<file path="src/rtl/fetch_pkg.sv">
// Shared constants and ROM content generator for the fetch stage.
// Optional misalignment checking is enabled with FETCH_MISALIGN_CHK_EN.
package fetch_pkg;

  localparam int          INSTR_BYTES   = 4;
  localparam int          DEF_ADDR_W    = 32;
  localparam int          DEF_DATA_W    = 32;
  localparam int          DEF_BUF_DEPTH = 2;
  localparam int          DEF_MEM_WORDS = 64;
  localparam logic [31:0] DEF_RESET_PC  = 32'h0000_0000;

  // Instruction image: opcode byte, index, inverted index, trailer byte.
  function automatic logic [31:0] imem_word(input logic [7:0] idx);
    return {8'h13, idx, ~idx, 8'h93};
  endfunction

endpackage

</file>
<file path="src/rtl/fetch_imem.sv">
// Synchronous-read instruction ROM, one cycle of read latency.
// Contents come from the fetch_pkg::imem_word image generator.
module fetch_imem
  import fetch_pkg::*;
#(
  parameter int DATA_W    = DEF_DATA_W,
  parameter int MEM_WORDS = DEF_MEM_WORDS,
  localparam int IDX_W    = $clog2(MEM_WORDS)
) (
  input  logic              clk,
  input  logic              Reset,
  input  logic              rd_en,
  input  logic [IDX_W-1:0]  rd_idx,
  output logic [DATA_W-1:0] rd_data
);

  logic [DATA_W-1:0] rd_data_r;

  // Registered ROM read, only updated on an issued fetch
  always_ff @(posedge clk or negedge Reset) begin
    if (!Reset) begin
      rd_data_r <= '0;
    end else if (rd_en) begin
      rd_data_r <= DATA_W'(imem_word(8'(rd_idx)));
    end else begin
      rd_data_r <= rd_data_r;
    end
  end

  assign rd_data = rd_data_r;

endmodule

</file>
<file path="src/rtl/fetch_stage.sv">
// Instruction fetch stage: PC, ROM read, and an output FIFO with redirect flush.
// Define FETCH_MISALIGN_CHK_EN to reject misaligned redirects via misalign_err.
module fetch_stage
  import fetch_pkg::*;
#(
  parameter int               ADDR_W    = DEF_ADDR_W,
  parameter int               DATA_W    = DEF_DATA_W,
  parameter logic [ADDR_W-1:0] RESET_PC = ADDR_W'(DEF_RESET_PC),
  parameter int               BUF_DEPTH = DEF_BUF_DEPTH,
  parameter int               MEM_WORDS = DEF_MEM_WORDS
) (
  input  logic              clk,
  input  logic              Reset,
  input  logic              redirect_valid,
  input  logic [ADDR_W-1:0] redirect_pc,
  output logic              out_valid,
  input  logic              out_ready,
  output logic [DATA_W-1:0] out_instr,
  output logic [ADDR_W-1:0] out_pc
`ifdef FETCH_MISALIGN_CHK_EN
  ,
  output logic              misalign_err
`endif
);

  localparam int IDX_W = $clog2(MEM_WORDS);
  localparam int PTR_W = $clog2(BUF_DEPTH);
  localparam int CNT_W = $clog2(BUF_DEPTH + 1);

  logic [ADDR_W-1:0] pc_r;
  logic              rd_valid_r;
  logic [ADDR_W-1:0] rd_pc_r;
  logic [DATA_W-1:0] rd_data_s;
  logic [DATA_W-1:0] buf_instr_r [BUF_DEPTH];
  logic [ADDR_W-1:0] buf_pc_r    [BUF_DEPTH];
  logic [PTR_W-1:0]  wptr_r;
  logic [PTR_W-1:0]  rptr_r;
  logic [CNT_W-1:0]  count_r;
  logic [CNT_W-1:0]  level_s;
  logic              pop_s;
  logic              redir_s;
  logic              issue_s;
  logic [ADDR_W-1:0] target_s;
`ifdef FETCH_MISALIGN_CHK_EN
  logic              misalign_s;
  logic              misalign_err_r;
`endif

  assign pop_s   = (count_r != CNT_W'(0)) && out_ready;
  assign level_s = count_r + CNT_W'(rd_valid_r);

  // Redirect acceptance and fetch-issue decision
  always_comb begin
    redir_s  = 1'b0;
    issue_s  = 1'b0;
    target_s = redirect_pc & ~ADDR_W'(2'b11);
`ifdef FETCH_MISALIGN_CHK_EN
    misalign_s = 1'b0;
    if (redirect_valid && (redirect_pc[1:0] != 2'b00)) begin
      misalign_s = 1'b1;
    end else begin
      redir_s = redirect_valid;
    end
`else
    redir_s = redirect_valid;
`endif
    // A pop frees a slot this same edge, so a full pipeline may still issue
    if (redir_s) begin
      issue_s = 1'b0;
    end else if (level_s < CNT_W'(BUF_DEPTH)) begin
      issue_s = 1'b1;
    end else if ((level_s == CNT_W'(BUF_DEPTH)) && pop_s) begin
      issue_s = 1'b1;
    end else begin
      issue_s = 1'b0;
    end
  end

  // PC and in-flight read tracking
  always_ff @(posedge clk or negedge Reset) begin
    if (!Reset) begin
      pc_r       <= RESET_PC;
      rd_valid_r <= 1'b0;
      rd_pc_r    <= '0;
    end else if (redir_s) begin
      pc_r       <= target_s;
      rd_valid_r <= 1'b0;
      rd_pc_r    <= rd_pc_r;
    end else if (issue_s) begin
      pc_r       <= pc_r + ADDR_W'(INSTR_BYTES);
      rd_valid_r <= 1'b1;
      rd_pc_r    <= pc_r;
    end else begin
      pc_r       <= pc_r;
      rd_valid_r <= 1'b0;
      rd_pc_r    <= rd_pc_r;
    end
  end

  fetch_imem #(
    .DATA_W    (DATA_W),
    .MEM_WORDS (MEM_WORDS)
  ) u_imem (
    .clk     (clk),
    .Reset   (Reset),
    .rd_en   (issue_s),
    .rd_idx  (pc_r[IDX_W+1:2]),
    .rd_data (rd_data_s)
  );

  // Output FIFO: returned words are pushed, handshakes pop, redirect flushes
  always_ff @(posedge clk or negedge Reset) begin
    if (!Reset) begin
      for (int i = 0; i < BUF_DEPTH; i++) begin
        buf_instr_r[i] <= '0;
        buf_pc_r[i]    <= '0;
      end
      wptr_r  <= '0;
      rptr_r  <= '0;
      count_r <= '0;
    end else if (redir_s) begin
      wptr_r  <= '0;
      rptr_r  <= '0;
      count_r <= '0;
    end else begin
      if (rd_valid_r) begin
        buf_instr_r[wptr_r] <= rd_data_s;
        buf_pc_r[wptr_r]    <= rd_pc_r;
        wptr_r              <= wptr_r + PTR_W'(1);
      end else begin
        wptr_r <= wptr_r;
      end
      if (pop_s) begin
        rptr_r <= rptr_r + PTR_W'(1);
      end else begin
        rptr_r <= rptr_r;
      end
      case ({rd_valid_r, pop_s})
        2'b10:   count_r <= count_r + CNT_W'(1);
        2'b01:   count_r <= count_r - CNT_W'(1);
        default: count_r <= count_r;
      endcase
    end
  end

`ifdef FETCH_MISALIGN_CHK_EN
  // Sticky misalignment flag, cleared only by reset
  always_ff @(posedge clk or negedge Reset) begin
    if (!Reset) begin
      misalign_err_r <= 1'b0;
    end else if (misalign_s) begin
      misalign_err_r <= 1'b1;
    end else begin
      misalign_err_r <= misalign_err_r;
    end
  end

  assign misalign_err = misalign_err_r;
`endif

  assign out_valid = (count_r != CNT_W'(0));
  assign out_instr = buf_instr_r[rptr_r];
  assign out_pc    = buf_pc_r[rptr_r];

endmodule

</file>
<file path="config.mk">
export PLATFORM = sky130hd
export DESIGN_NAME = fetch_stage
export DESIGN_NICKNAME = d
export VERILOG_FILES = /design/src/rtl/fetch_pkg.sv /design/src/rtl/fetch_imem.sv /design/src/rtl/fetch_stage.sv
export SDC_FILE = /design/constraint.sdc
export NUM_CORES = 1
export LEC_CHECK = 0
export ABC_CLOCK_PERIOD_IN_PS = 4400
export BUFFER_PORTS_ARGS = -buffer_cell sky130_fd_sc_hd__buf_2
export CAP_MARGIN = 30
export CORE_ASPECT_RATIO = 2
export CORE_UTILIZATION = 61
export CTS_CLUSTER_DIAMETER = 120
export DETAILED_ROUTE_END_ITERATION = 10
export HOLD_SLACK_MARGIN = 0.12
export PLACE_DENSITY_LB_ADDON = 0.3
export RECOVER_POWER = 25
export SLEW_MARGIN = 0
export SYNTH_ARGS = -nofsm -noshare
export SYNTH_HDL_FRONTEND = slang
export SYNTH_SLANG_ARGS = --single-unit
</file>
<file path="constraint.sdc">
create_clock -name clk -period 4.4 [get_ports clk]
set_input_delay 0.22 -clock clk [delete_from_list [all_inputs] [get_ports clk]]
set_output_delay 0.22 -clock clk [all_outputs]
set_load 0.03 [all_outputs]
</file>
== After elaboration in Yosys (flattened, before gate mapping) ==
Cells that the tools add are included.

* Multipliers: 0
* Multiplexer cells: 23
* Magnitude comparators: 4
* Shift-type cells: 0
* Equal/unequal tests: 3
* $add $sub $neg: 6
* Bitwise gates (word level): 4
* Reductions and logical operators: 10
* Divide/modulo/power cells: 0

{| class="wikitable"
|+ Operators with widths
! cell !! count
|-
| two-way mux 32 bit || 9
|-
| bitwise mux 64 bit || 2
|-
| adder 32 x 3 -> 32 bit (second input constant) || 1
|-
| demux 32 bit (select 1 bit) || 1
|-
| two-way mux 1 bit || 9
|-
| inverter 6 -> 8 bit || 1
|-
| nonzero test 2 bit || 4
|-
| == test 2 bit (second input constant) || 2
|-
| >= comparator 2 bit (second input constant) || 2
|-
| inverter 1 -> 2 bit || 2
|-
| one-hot mux 2 bit (2 select lines) || 1
|-
| AND reduction 2 bit || 2
|-
| logical AND 1 bit || 3
|-
| nonzero test 3 bit || 1
|-
| adder 1 bit (second input constant) || 2
|-
| adder 2 x 1 -> 2 bit || 1
|-
| adder 2 x 1 -> 2 bit (second input constant) || 1
|-
| == test 2 x 1 -> 1 bit (second input constant) || 1
|-
| less-than comparator 2 x 1 -> 1 bit (second input constant) || 1
|-
| less-than comparator 2 bit (second input constant) || 1
|-
| two-way mux 2 bit || 1
|-
| subtractor 2 x 1 -> 2 bit (second input constant) || 1
|-
| inverter 1 bit || 1
|}

* Memory bits (read-only): 0
* Memories kept: 0
* Register bits after elaboration: 216
* Bits in writable memories: 0
* Logic and storage cells: 61
* Latch bits: 0

== Depth between registers and ports, before layout ==
Gate-level depths: netlist of the first run.

* Word-level depth: 8
* Mapped depth: 9

== Modules after synthesis ==
A second synthesis of the first run with hierarchy kept.

* Cell total of the unflattened synthesis: 720
* Area total of the unflattened synthesis: 9376.5 µm²

{| class="wikitable"
|+ Modules (own cells, without submodules)
! module !! cells an instance !! times used !! area each (µm²)
|-
| fetch_stage || 667 || 1 || 8725.9
|-
| fetch_imem || 53 || 1 || 650.6
|}

== Worst setup path before layout of the first run ==
OpenSTA, ideal clock, no wires.

* Path kind: flip-flop to flip-flop
* From: register count_r[0]
* To: register pc_r[28]
* Data required time: 4275 ps
* Path buffers: 0
* Slack: 2402 ps
* Library setup time: 125 ps
* Arrival: 1873 ps
* Cell stages (with the launch flop): 7
* Clock period less this slack: 1998 ps
* Cells stage by stage: dfrtp_1 -> ha_1 -> nand2b_1 -> a221oi_2 -> nand4_1 -> xnor2_1 -> mux2_2

* Longest elaborated chain between the ends: 7

{| class="wikitable"
|+ Ends and longest elaborated chain
! item !! line !! text
|-
| start, declared || fetch_stage.sv:38 || <nowiki>logic [CNT_W-1:0] count_r;</nowiki>
|-
| start signal, assigned || fetch_stage.sv:139 || <nowiki>2'b10: count_r <= count_r + CNT_W'(1);</nowiki>
|-
| start signal, assigned || fetch_stage.sv:140 || <nowiki>2'b01: count_r <= count_r - CNT_W'(1);</nowiki>
|-
| start signal, assigned || fetch_stage.sv:141 || <nowiki>default: count_r <= count_r;</nowiki>
|-
| adder 2 x 1 -> 2 bit or nonzero test 2 bit (tied branches) || fetch_stage.sv:50, fetch_stage.sv:49 ||
|-
| == test 2 bit or logical AND 1 bit (tied branches) || fetch_stage.sv:72, fetch_stage.sv:49 ||
|-
| logical AND 1 bit || fetch_stage.sv:72 || <nowiki>end else if ((level_s == CNT_W'(BUF_DEPTH)) && pop_s) begin</nowiki>
|-
| two-way mux 1 bit || fetch_stage.sv:72 ||
|-
| two-way mux 1 bit (*) || fetch_stage.sv:70 || <nowiki>end else if (level_s < CNT_W'(BUF_DEPTH)) begin</nowiki>
|-
| two-way mux 1 bit (*) || fetch_stage.sv:68 || <nowiki>if (redir_s) begin</nowiki>
|-
| nonzero test 2 bit (no line) (*) || n/a ||
|-
| end signal, assigned || fetch_stage.sv:86 || <nowiki>pc_r <= target_s;</nowiki>
|-
| end signal, assigned || fetch_stage.sv:90 || <nowiki>pc_r <= pc_r + ADDR_W'(INSTR_BYTES);</nowiki>
|-
| end signal, assigned || fetch_stage.sv:94 || <nowiki>pc_r <= pc_r;</nowiki>
|-
| end, declared || fetch_stage.sv:30 || <nowiki>logic [ADDR_W-1:0] pc_r;</nowiki>
|}

Mark *: on every way between the ends. The rest lies on a longest branch, timed or not.
A chain may end at the register's enable or synchronous reset.

== Final worst setup path of the first run ==
* From: input redirect_valid
* To: register buf_pc_r[4] (netlist name)

* Longest elaborated chain between the ends: 2

{| class="wikitable"
|+ Ends and longest elaborated chain
! item !! line !! text
|-
| start, declared || fetch_stage.sv:14 || <nowiki>input logic redirect_valid,</nowiki>
|-
| inverter 1 bit (no line) || n/a ||
|-
| AND reduction 2 bit (no line) || n/a ||
|-
| end signal, assigned by index || fetch_stage.sv:128 || <nowiki>buf_pc_r[wptr_r] <= rd_pc_r;</nowiki>
|-
| end, declared || fetch_stage.sv:35 || <nowiki>logic [ADDR_W-1:0] buf_pc_r [BUF_DEPTH];</nowiki>
|}

No other way between the ends.

==> impl_metrics.py, run 1 <==
metrics = {
    "sta": {
        "setup_viol": 0,
        "hold_viol_final": 0,
        "slew_viol_final": 94,
        "max_slew_margin_pct": -59.86,
        "tightestPinTransition_ns": 2.398,
        "fin_crit_ns": 3.149,
        "fmax_ghz": 0.3176,
        "fin_crit_sh_pct": 71.56,
        "finClkSkew_ns": 0.01067,
        "tns_ns": 0,
        "rsz0062_at_grt": "false",
    },
    "drt": {
        "wl_per_cell_um": 17.57,
        "first_pass_iters": 4,
        "dr_total_vias": 4705,
        "drt_iter0_markers": 323,
        "antenna_left": 0,
        "avgViaCountPerCell": 5.542,
        "wirelength_um": 14920,
        "remaining_drc_errors": 0,
    },
    "floorplanning": {
        "initial_core_util_pct": 62.45,
        "dieArea_um2": 11590,
        "die_w_um": 76.62,
        "core_um2": 10880,
        "die_y_um": 151.2,
        "row_count": 54,
        "boundaryPins": 101,
    },
    "logic_synthesis": {
        "async_flop_share_pct": 100.0,
        "synth_ff_type": "dfrtp_1",
        "ys_ff_latch": 146,
        "yosys-top-cells-count": "146 x dfrtp_1, 127 x nand2_1, 112 x mux2_2, 32 x o21ai_0, 30 x buf_4",
        "synth_edf_count": 0,
        "synthCells": 603,
        "synth_top_area_share_pct": 53.79,
        "synth_cell_types": 37,
        "yosysSeqAreaShare_pct": 53.79,
        "yosysWarnings": 0,
        "synthTopCellsByArea": "dfrtp_1 54%, mux2_2 19%, nand2_1 7.0%",
        "yosysMostFrequentCell": "dfrtp_1",
        "synth_top_area_cell": "dfrtp_1",
        "synth.avg_cell_area_um2": 11.26,
        "synth_area_um2": 6793,
    },
    "clock_network": {
        "cts_sinks": 146,
        "cts_tree": "done",
        "clock_latency_ns": 0.43,
        "cts_buffer_depth": 2,
        "cts_root_buf": "clkbuf_16",
        "cts-resized-gates": 0,
        "cts_htree_levels": 4,
        "numCtsBuffers": 17,
        "clk_pin_slew_ns": 0.06,
    },
    "hold_path": {
        "min_path_cells": 4,
        "worstHoldStart": "out_ready",
        "hp-class": "primary input to flop",
        "min_to": "rptr_r",
    },
    "setup_path": {
        "worstPathRequired_ns": 4.70,
        "end_kind": "flop",
        "rr_worst_depth": 7,
        "crit_start": "redirect_valid",
        "path_class": "primary input to flop",
        "cp_max_fo": 63,
        "cp.arrival_ns": 3.45,
        "r2r-end": "rd_pc_r[13]",
        "rrSetupSlack_ns": 1.54,
        "r2r-start": "rd_valid_r",
        "crit_path_start_kind": "primary input",
    },
    "global_routing": {
        "first_global_vias": 4887,
        "gr-total-overflow": 0,
        "grt_max_degree": 111,
        "grt_pass1_wl_um": 24260,
        "grt_usage_pct": 27.76,
        "antenna_found_initial": 0,
    },
    "outcome": {
        "status": "finished, violations left",
        "violations": "capacitance limit, slew limit",
    },
    "flow_run": {
        "drv_cap": 2,
    },
    "finish": {
        "final_cells": 849,
        "area_growth_syn_to_layout_pct": 19.05,
        "fin_nets": 734,
        "drive_gt1_share_pct": 33.71,
        "n_antenna_cell": 0,
    },
    "power": {
        "p_leak_uw": 0.003819,
        "powerDensity_nw_per_um2": 578.9,
        "peakVddDrop_mv": 0.3701,
    },
    "placed_design": {
        "dpl.hpwl_um": 9370,
        "numPortBuffers": 85,
        "place_congestion": 0.8892,
        "numPlacedInstances": 785,
    },
}
[cells in the final DEF (no fill, tap or decap), drive strengths merged, types with 3 or more instances in the layout]
master       instances
clkinv               4
xnor2                6
nor3                 5
inv                  9
nand2b               4
conb                13
nand2              127
o21ai               33
nand3               15
bufinv               3
mux2               112
clkbuf              20
xor2                24
nor2                 9
nand4               15
clkinvlp             3
buf                 89
dlygate4sd3         31
dfrtp              146
and2                 5
nor2b                5
and3                 8
mux2i                3
[cell type report]
class,instances,area [um2]
inverter,5,18.77
clock buffer,18,429.2
timing repair buffer,122,810.8
multi-input combinational,404,2820
tap,140,175.2
clock inverter,14,178.9
sequential,146,3654
fill,733,2791
[repair_timing]
action | in CTS | in global routing
hold buffers | 31 | 0
endpoints found under the hold margin | 139 | 0
buffers inserted | 0 | 0
[metrics by stage]
stage | power [uW] | hold WS, ns | utilization (%) | setup WS, ns | cell area, um2
2_1_floorplan | 2876 | -0.07559 | - | 2.402 | 6838
3_3_place_gp | 3108 | 0.3996 | 65.54 | 1.732 | 7129
3_5_place_dp | 3181 | 0.4211 | 65.72 | 1.568 | 7149
4_1_cts | 4707 | 0.1642 | 74.17 | 1.562 | 8068
5_1_grt | 4887 | 0.1998 | 74.34 | 0.9118 | 8087
6_report | 4681 | 0.1775 | 74.34 | 1.251 | 8087
[routing by layer]
layer  GRT usage [%]  routed length [um]  up-vias
li1                -                   -     2190
met1           30.61                5659     2345
met2           49.77                8150      132
met3           4.639                 504       38
met4           16.83                 600        0
met5               0                   0        -
[state kept, by name, summed over array words and instances (netlist names)]
signal	count
buf_instr_r	20
wptr_r	1
pc_r	30
u_imem.rd_data	13
rd_valid_r	1
rd_pc_r	24
rptr_r	1
buf_pc_r	54
count_r	2
[how the worst max path moves through the flow]
stage / end / slack (ns) / cells after the start
floorplan: pc_r[28] / 2.40 / 6
global placement: rd_pc_r[21] / 1.73 / 7
detailed placement: rd_pc_r[13] / 1.57 / 7
CTS: rd_pc_r[13] / 1.56 / 7
global route: buf_pc_r[4] / 0.91 / 5
finish: buf_pc_r[4] / 1.25 / 5
[cell families after synthesis]
| family | count (synthesis) | synth area share [%] |
|---|---|---|
| AOI/OAI and AO/OA | 44 | 3.942 |
| DFF | 146 | 53.79 |
| buffers and inverters | 65 | 5.508 |
| other | 1 | 0.05521 |
| xor gates and xnor gates | 30 | 3.868 |
| and+or+nand+nor | 200 | 13.46 |
| adders and majority gates | 2 | 0.3683 |
| muxes | 115 | 19.01 |
[critical path, cell delays in order]
cell and delay (ns):
clkbuf_1 1.68, inv_1 0.42, nand3_2 0.51, buf_12 0.25
mux2_2 0.36
[report_power, final]
group	leakage (uW)	switching [uW]	internal [uW]	total (uW)
logic	0.00173	704	538	1240
registers	0.00180	240	1710	1950
clock network	0.000288	588	900	1490
total	0.00382	1530	3150	4680
Power figures use the tool's default switching activity.
==> run 2: changes to the inputs <==
--- a/config.mk
+++ b/config.mk
@@ -5,11 +5,12 @@
 export SDC_FILE = /design/constraint.sdc
 export NUM_CORES = 1
 export LEC_CHECK = 0
-export ABC_CLOCK_PERIOD_IN_PS = 4400
+export ABC_AREA = 1
+export ABC_CLOCK_PERIOD_IN_PS = 2700
 export BUFFER_PORTS_ARGS = -buffer_cell sky130_fd_sc_hd__buf_2
 export CAP_MARGIN = 30
 export CORE_ASPECT_RATIO = 2
-export CORE_UTILIZATION = 61
+export CORE_UTILIZATION = 52
 export CTS_CLUSTER_DIAMETER = 120
 export DETAILED_ROUTE_END_ITERATION = 10
 export HOLD_SLACK_MARGIN = 0.12
==> constraint.sdc (replaced) <==
create_clock -name clk -period 2.7 [get_ports clk]
set_input_delay 0.135 -clock clk [delete_from_list [all_inputs] [get_ports clk]]
set_output_delay 0.135 -clock clk [all_outputs]
set_load 0.03 [all_outputs]
==> run 2 against run 1 <==
The run ends with DRC, capacitance limit, slew limit left. Wire length rose by 5.1%. Critical path type is now flop to output port. Critical endpoint is now out_pc[21]. Clock skew fell by 0.0030 ns. Non-clock buffer count rose by 12. Largest cell class unchanged. Clock power rose by 68%. Highest routed layer unchanged. Setup slack got worse by 0.59 ns. Die area rose by 23%. Register-to-register slack got worse by 0.85 ns. Synthesized area rose by 5.1%. Sequential power rose by 92%. Combinational power rose to 3.2 times the previous value. Power rose by 120%.
==> impl_metrics.py, run 2 <==
metrics = {
    "outcome": {
        "status": "finished, violations left",
        "violations": "DRC, capacitance limit, slew limit",
    },
    "floorplanning": {
        "die_w_um": 84.87,
        "initial_core_util_pct": 53.15,
        "dieArea_um2": 14240,
        "boundaryPins": 101,
        "core_um2": 13440,
        "row_count": 60,
        "die_y_um": 167.7,
    },
    "sta": {
        "finClkSkew_ns": 0.007637,
        "slew_viol_final": 81,
        "max_slew_margin_pct": -29.18,
        "rsz0062_at_grt": "false",
        "fin_crit_sh_pct": 75.35,
        "fin_crit_ns": 2.034,
        "tightestPinTransition_ns": 1.938,
        "setup_viol": 0,
        "hold_viol_final": 0,
        "tns_ns": 0,
        "fmax_ghz": 0.4915,
    },
    "finish": {
        "final_cell_mix": "310 x nand2_1, 146 x dfrtp_1, 109 x o21ai_0",
        "final_common_cell": "nand2_1",
        "area_growth_syn_to_layout_pct": 19.29,
        "fin_nets": 1046,
        "drive_gt1_share_pct": 14.79,
        "largest_reg_flops": 54,
        "n_antenna_cell": 0,
        "utilization_pct": 63.40,
        "top_regs": "buf_pc_r x54, pc_r x30, rd_pc_r x24",
        "top_register": "buf_pc_r",
    },
    "setup_path": {
        "worst_path_most_repeated_cell": "nand2_1",
        "slowest_stage": "inv_1",
        "end_kind": "output port",
        "path_class": "flop to output port",
        "worstPathRequired_ns": 2.57,
        "cp_max_fo": 16,
        "crit_path_cell_trace": "inv_1 > buf_4 > nand2_1 > nand2_1 > buf_2",
        "worst-path-buf-inv": 3,
        "crit_path_start_kind": "flop",
        "cp.arrival_ns": 1.90,
        "max_stage_delay_ns": 0.44,
        "path_delay_family": "buffers and inverters",
    },
    "drt": {
        "wirelength_um": 15680,
        "wl_per_cell_um": 13.34,
        "drt_iter0_markers": 489,
        "avgViaCountPerCell": 5.095,
        "dr_total_vias": 5992,
        "first_pass_iters": 9,
        "antenna_left": 0,
        "remaining_drc_errors": 12,
    },
    "power": {
        "pwr-share-clk_pct": 24.5,
        "peakVddDrop_mv": 0.5119,
        "powerDensity_nw_per_um2": 1196,
        "p_leak_uw": 0.004346,
        "swShare_pct": 41.65,
        "power.switching_uw": 4244,
        "pwr-share-seq_pct": 36.7,
        "power_frac_comb_pct": 38.8,
        "total_power_uw": 10190,
        "p_int_uw": 5945,
    },
    "global_routing": {
        "grt_pass1_wl_um": 26570,
        "antenna_found_initial": 0,
        "gr-total-overflow": 0,
        "first_global_vias": 5700,
        "grt_max_degree": 81,
        "grt_usage_pct": 23.67,
    },
    "clock_network": {
        "cts_sinks": 146,
        "numCtsBuffers": 17,
        "cts_buffer_depth": 2,
        "clk_pin_slew_ns": 0.06,
        "cts_tree": "done",
        "clock_latency_ns": 0.42,
        "postCtsSetupBuffers": 0,
        "cts_htree_levels": 4,
        "cts_root_buf": "clkbuf_16",
    },
    "logic_synthesis": {
        "yosys-top-cells-count": "310 x nand2_1, 146 x dfrtp_1, 109 x o21ai_0, 94 x inv_1, 53 x nor2_1",
        "async_flop_share_pct": 100.0,
        "synth.avg_cell_area_um2": 7.857,
        "yosysSeqAreaShare_pct": 51.16,
        "synth_edf_count": 0,
        "synth_top_area_share_pct": 51.16,
        "synth_cell_types": 33,
        "ys_ff_latch": 146,
        "yosysMostFrequentCell": "nand2_1",
        "synth_top_area_cell": "dfrtp_1",
        "synth_ff_type": "dfrtp_1",
        "yosysWarnings": 0,
        "synthTopCellsByArea": "dfrtp_1 51%, nand2_1 16%, o21ai_0 7.6%",
        "synthCells": 909,
        "synth_area_um2": 7142,
    },
    "placed_design": {
        "numPortBuffers": 85,
        "dpl.hpwl_um": 10690,
        "place_congestion": 0.8791,
    },
    "flow_run": {
        "drv_cap": 1,
    },
    "hold_path": {
        "hp-class": "primary input to flop",
    },
}
## run 2: changes by cell type in the layout (fill, tap and decap cells not counted), sizes merged, moves of 27 or more
| cell | delta |
|---|---|
| nand2 | +186 |
| o21ai | +86 |
| inv | +92 |
| nor2 | +51 |
| mux2 | -112 |
| nand3 | +27 |
## run 2: logic make-up (layout without fill, tap and decap cells)
logic type | count (synthesis) | in the layout | share of synthesized area (%)
other cells | 1 | 13 | 0.05251
simple gates | 436 | 436 | 25.26
compound gates | 148 | 148 | 10.91
xor+xnor | 12 | 12 | 1.472
fa+ha+maj | 2 | 2 | 0.3503
buf+inv | 164 | 264 | 10.79
flops | 146 | 146 | 51.16
## run 2: routing by layer
layer / GRT usage (%) / vias up / wire (um)
met5: 0 / - / 0
met4: 11.57 / 0 / 560
met3: 3.204 / 40 / 433
met2: 40.76 / 136 / 7959
met1: 29.00 / 2808 / 6728
li1: - / 3008 / -
## run 2: through the flow
stage / cells / setup slack [ns] / hold slack, ns / area (um2)
global route: 1176 / 0.3995 / 0.4773 / 8519
floorplan: 921 / 1.062 / -0.1606 / 7187
detailed placement: 1109 / 0.7340 / 0.1938 / 7547
global placement: 1109 / 0.7950 / 0.1962 / 7547
CTS: 1176 / 0.6239 / 0.3206 / 8528
finish: 1176 / 0.6655 / 0.4638 / 8519
## run 2: layout make-up
class                      instances  area [um2]
timing repair buffer             134       905.9
sequential                       146        3654
inverter                          98       367.9
clock inverter                    14       201.4
fill                            1220        4918
multi-input combinational        611        2768
tap                              155       193.9
clock buffer                      18       429.2
## run 2: worst register-to-register path: stages, from the launching register on
cell and delay [ns]:
dfrtp_1 0.41, ha_1 0.30, inv_1 0.06, nand3_2 0.07
nand3_1 0.10, buf_4 0.26, nor2_1 0.06, a31oi_1 0.12
dlygate4sd3_1 0.56
## run 2: path summary, 6_finish.rpt
kind | start | endpoint | slack [ns] | cells after the start
worst max-delay path | rptr_r | out_pc[21] | 0.67 | 5
worst min-delay path | redirect_pc[9] | pc_r[9] | 0.46 | 4
worst max register to register | rd_valid_r | pc_r[3] | 0.69 | 8
worst min register to register | buf_pc_r[31] | buf_pc_r[31] | 0.48 | 2
max in group asynchronous | Reset | pc_r[4] | 0.73 | 3
min in group asynchronous | Reset | buf_pc_r[23] | 0.77 | 2
## run 2: power by group through the flow
stage               clock network, uW  logic, uW  registers (uW)
global route                     2610       4420            3860
detailed placement                  0       3910            3760
CTS                              2520       3990            3730
global placement                    0       3810            3720
finish                           2500       3950            3740
floorplan                           0       3150            3610
## run 2: timing repair
item,CTS,global route
hold endpoints to repair,109,0
hold buffers,35,0
resized for setup,0,0
